File: config.mk
export PLATFORM = sky130hd
export DESIGN_NAME = day_11_down_counter_with_reload
export DESIGN_NICKNAME = d
export VERILOG_FILES = /design/src/rtl/day_11_down_counter_with_reload.sv
export SDC_FILE = /design/constraint.sdc
export NUM_CORES = 1
export LEC_CHECK = 0
export ABC_AREA = 1
export CELL_PAD_IN_SITES_DETAIL_PLACEMENT = 1
export CELL_PAD_IN_SITES_GLOBAL_PLACEMENT = 2
export CORE_MARGIN = 4
export CORE_UTILIZATION = 26
export CTS_CLUSTER_SIZE = 12
export DETAILED_ROUTE_END_ITERATION = 6
export PLACE_DENSITY = 0.85
export SLEW_MARGIN = 0
export SYNTH_ARGS = -nofsm -noshare
export SYNTH_HDL_FRONTEND = slang
export SYNTH_SLANG_ARGS = --single-unit
File: constraint.sdc
create_clock -name clk -period 1.5 [get_ports clk]
set_clock_uncertainty 0.1 [all_clocks]
set_input_delay 0.3 -clock clk [delete_from_list [all_inputs] [get_ports clk]]
set_output_delay 0.3 -clock clk [all_outputs]
set_load 0.05 [all_outputs]
File: src/rtl/day_11_down_counter_with_reload.sv
// Loadable down-counter/timer with programmable prescaler, pause/stop control
// and optional auto-reload; done_o pulses for one cycle at terminal count.
module day_11_down_counter_with_reload #(
  parameter int unsigned WIDTH = 4,
  parameter int unsigned PW    = 4
) (
  input  logic             clk,
  input  logic             reset,
  input  logic             start_i,
  input  logic [WIDTH-1:0] load_val_i,
  input  logic [PW-1:0]    prescale_i,
  input  logic             auto_reload_i,
  input  logic             pause_i,
  input  logic             stop_i,
  output logic [WIDTH-1:0] count_o,
  output logic             busy_o,
  output logic             done_o
);

  typedef enum logic [1:0] {IDLE, RUN, HOLD} state_t;

  state_t           state, state_n;
  logic [WIDTH-1:0] reload_q, reload_n;
  logic [PW-1:0]    presc_q, presc_n;
  logic [PW-1:0]    pcnt, pcnt_n;
  logic [WIDTH-1:0] count_n;
  logic             done_n;

  always_ff @(posedge clk or negedge reset) begin
    if (!reset) begin
      state    <= IDLE;
      reload_q <= '0;
      presc_q  <= '0;
      pcnt     <= '0;
      count_o  <= '0;
      busy_o   <= 1'b0;
      done_o   <= 1'b0;
    end else begin
      state    <= state_n;
      reload_q <= reload_n;
      presc_q  <= presc_n;
      pcnt     <= pcnt_n;
      count_o  <= count_n;
      busy_o   <= (state_n != IDLE);
      done_o   <= done_n;
    end
  end

  always_comb begin
    state_n  = state;
    reload_n = reload_q;
    presc_n  = presc_q;
    pcnt_n   = pcnt;
    count_n  = count_o;
    done_n   = 1'b0;
    unique case (state)
      IDLE: begin
        if (start_i) begin
          if (load_val_i != '0) begin
            count_n  = load_val_i;
            reload_n = load_val_i;
            presc_n  = prescale_i;
            pcnt_n   = '0;
            state_n  = RUN;
          end else begin
            count_n = '0;
            done_n  = 1'b1;
          end
        end
      end
      RUN: begin
        // stop and pause both pre-empt a tick falling in the same cycle
        if (stop_i) begin
          state_n = IDLE;
        end else if (pause_i) begin
          state_n = HOLD;
        end else if (pcnt != presc_q) begin
          pcnt_n = pcnt + PW'(1);
        end else begin
          pcnt_n = '0;
          if (count_o > WIDTH'(1)) begin
            count_n = count_o - WIDTH'(1);
          end else begin
            done_n = 1'b1;
            if (auto_reload_i) begin
              count_n = reload_q;
            end else begin
              count_n = '0;
              state_n = IDLE;
            end
          end
        end
      end
      HOLD: begin
        if (stop_i) begin
          state_n = IDLE;
        end else if (!pause_i) begin
          state_n = RUN;
        end
      end
      default: state_n = IDLE;
    endcase
  end

endmodule

==> results of run 1 <==
-- synth_stat cells (all sizes together) --
master	n	share of area [%]
inv	25	7.9
dfrtp	20	42
nand2	49	16
nor3	2	0.84
ha	3	3.2
o22ai	1	0.53
buf	3	3.2
clkinv	1	0.42
o21ai	14	6.9
a21oi	6	3.8
xor2	2	1.5
nand4	6	3.2
nand3	7	3.0
or2	1	0.53
nor2	16	5.5
a31o	1	0.74
nand3b	1	0.63
-- per-stage QoR --
stage,cells,setup WS [ns],cell area [um^2],hold WS (ns)
after floorplan,158,-0.000534,1230,-0.0956
after global placement,248,-0.172,1690,0.367
after detailed placement,248,-0.226,1690,0.376
after CTS,252,0.0220,1750,0.316
after global routing,255,-0.0562,1810,0.329
final,255,0.00805,1810,0.306
-- what timing repair did --
action                     CTS  global route
setup buffers                0             3
setup endpoints to repair    1            15
resized for setup            2            18
hold buffers                 0             0
pin swaps                    0             9
-- area by class of cell --
cell class / instances / area [um^2] / area share (%)
Multi-Input combinational cell: 109 / 618 / 34.1
Sequential cell: 20 / 505 / 27.9
Timing Repair Buffer: 44 / 467 / 25.8
Inverter: 26 / 101 / 5.59
Tap cell: 52 / 65.1 / 3.59
Clock buffer: 4 / 55.1 / 3.04
-- critical path, stage by stage (launching register included) --
cell and delay (ns):
dfrtp_2 0.43, inv_2 0.07, ha_4 0.17, buf_6 0.12, o21ai_0 0.15, nand3_1 0.13
nand3_1 0.11, nand4_1 0.09, nand2_1 0.07
-- registers in the layout, summed over array words and instances, names as in the netlist --
register and flops:
state 2, count_o 4, done_o 1, pcnt 4, presc_q 4, reload_q 4, busy_o 1
-- cell usage in the layout (no fill, tap or decap), types with 2 or more instances in the layout --
cell type	count
dfrtp_2	4
nor3_1	2
nand4_1	6
buf_4	22
o21ai_0	4
o21ai_1	5
dfrtp_1	16
nand2_1	43
inv_1	16
nand2_4	2
xor2_1	2
clkdlybuf4s50_1	13
buf_12	8
o21ai_2	4
nor2_1	11
ha_4	2
clkbuf_8	4
nor2_2	5
inv_2	8
nand3_1	7
a21oi_2	5
nand2_2	4
-- worst paths after layout --
kind	startpoint	to	slack (ns)	cells past startpoint
max	count_o[0]	count_o[3]	0.008	8
min	reset	state[0]	0.31	2
max reg2reg	count_o[0]	count_o[3]	0.008	8
min reg2reg	reload_q[3]	reload_q[3]	0.39	2
max in group asynchronous	reset	count_o[1]	0.75	2
min in group clk	reload_q[3]	reload_q[3]	0.39	2
-- report_power, final --
part	leakage [uW]	total [uW]	switching, uW	internal, uW
logic	0.000630	1800	948	855
clock network	0.0000288	424	190	234
registers	0.000244	814	124	689
total	0.000903	3040	1260	1780
-- per-layer routing --
metal | global-route usage [%] | vias to the layer above
li1 | - | 589
met1 | 17.0 | 560
met2 | 23.5 | 19
met3 | 2.11 | 9
met4 | 6.02 | 0
met5 | 0 | -
-- cell families after synthesis --
logic type	count (synthesis)	synth area share, %
XOR/XNOR	2	1.48
adder cells (fa/ha/maj)	3	3.16
AND/OR/NAND/NOR	82	29.7
buffers and inverters	29	11.5
flip-flops	20	42.2
AO/OA/AOI/OAI	22	11.9
==> impl_results.md, run 1 <==
- PortBufs: 19
- TNS Setup: 0 ns
- Gr usage total: 13.7%
- DP Wirelength: 2720 um
- Initial Util: 27.1%
- Row Count: 24
- Share of post-route cells with drive strength above 1: 36.0%
- Clock buffer depth: 2
- P_leak: 0.000903 uW
- Final Hold Fails: 0
- Core area: 4380 um^2
- RSZ-0062 raised after global routing: yes
- Crit-path max FO: 4
- H-tree levels: 1
- WL/cell: 13.6 um
- Netlist Area Pre-Place: 1190 um^2
- VDD IR max: 439 uV
- Synthesized flop and latch total: 20
- Clock latency on the worst-skew pair: 0.26 ns
- Antenna violations before repair: 0
- Nature of the critical path endpoint: register
- DR pass1 iterations: 4
- Worst Path Required: 1.60 ns
- Number of global-route vias before repair: 1,289
- Drt drc: 0
- Area Growth Syn to Fin: 52.7%
- Worst Tran Pin Value: 0.281 ns
- Max-cap violations: 0
- Synthesis Warnings: 0
- Remaining antenna violation count: 0
- CTS root buf: clkbuf_8
- Power Density: 1680 nW/um^2
- DR WL met3: 101 um
- First-pass GRT wire length: 5950 um
- # setup viols final: 0
- Total power: 3040 uW
- Clk pin slew, worst setup/hold paths: 0.08 ns
- Slew HR: 81.2%
- Tcrit/Tclk final: 99.5%
- Total number of vias: 1,177
- WL met2: 1760 um
- Post-synthesis average cell area: 7.51 um^2
- Slew Limit Fails: 0
- Worst hold-check path type: in -> async
- Tmin final: 1.49 ns
- Vias/cell: 4.62
- RD Place Congestion: 0.837
- Setup crit start kind: register
- DR top layer: met4
- Largest net degree at the start of global routing: 21
- Clk sink count: 20
- TritonCTS clock tree: yes
- Fillers: 543
- Nets: 221
- Metal-1 WL: 1520 um
- IO Count: 20
- WP data arrival: 1.59 ns
- DIE AREA: 5710 um^2
- Die width: 75.5 um
- DIE HEIGHT: 75.5 um
- Status: complete, no violations
- Register area share after synthesis: 42.2%
- Distinct cells, synth: 24
- Grt ovf: 0
- Ant diodes: 0
- CTS buffer count: 3
- Routed wire length: 3470 um
- Post-Synthesis Cells: 158
- Final core utilization: 41.3%
- Achievable frequency: 0.670 GHz
- Post-Syn Nets: 175
- DRT iter0 DRCs: 95
- Crit Path Class: reg -> reg
Power figures use the tool's default switching activity.
==> inputs of run 2 (changes only) <==
- CTS_BUF_LIST: unset -> sky130_fd_sc_hd__clkbuf_4 sky130_fd_sc_hd__clkbuf_8 sky130_fd_sc_hd__clkbuf_16
==> results of run 2 <==
Final layout, timing and power as in run 1 (identical DEF).
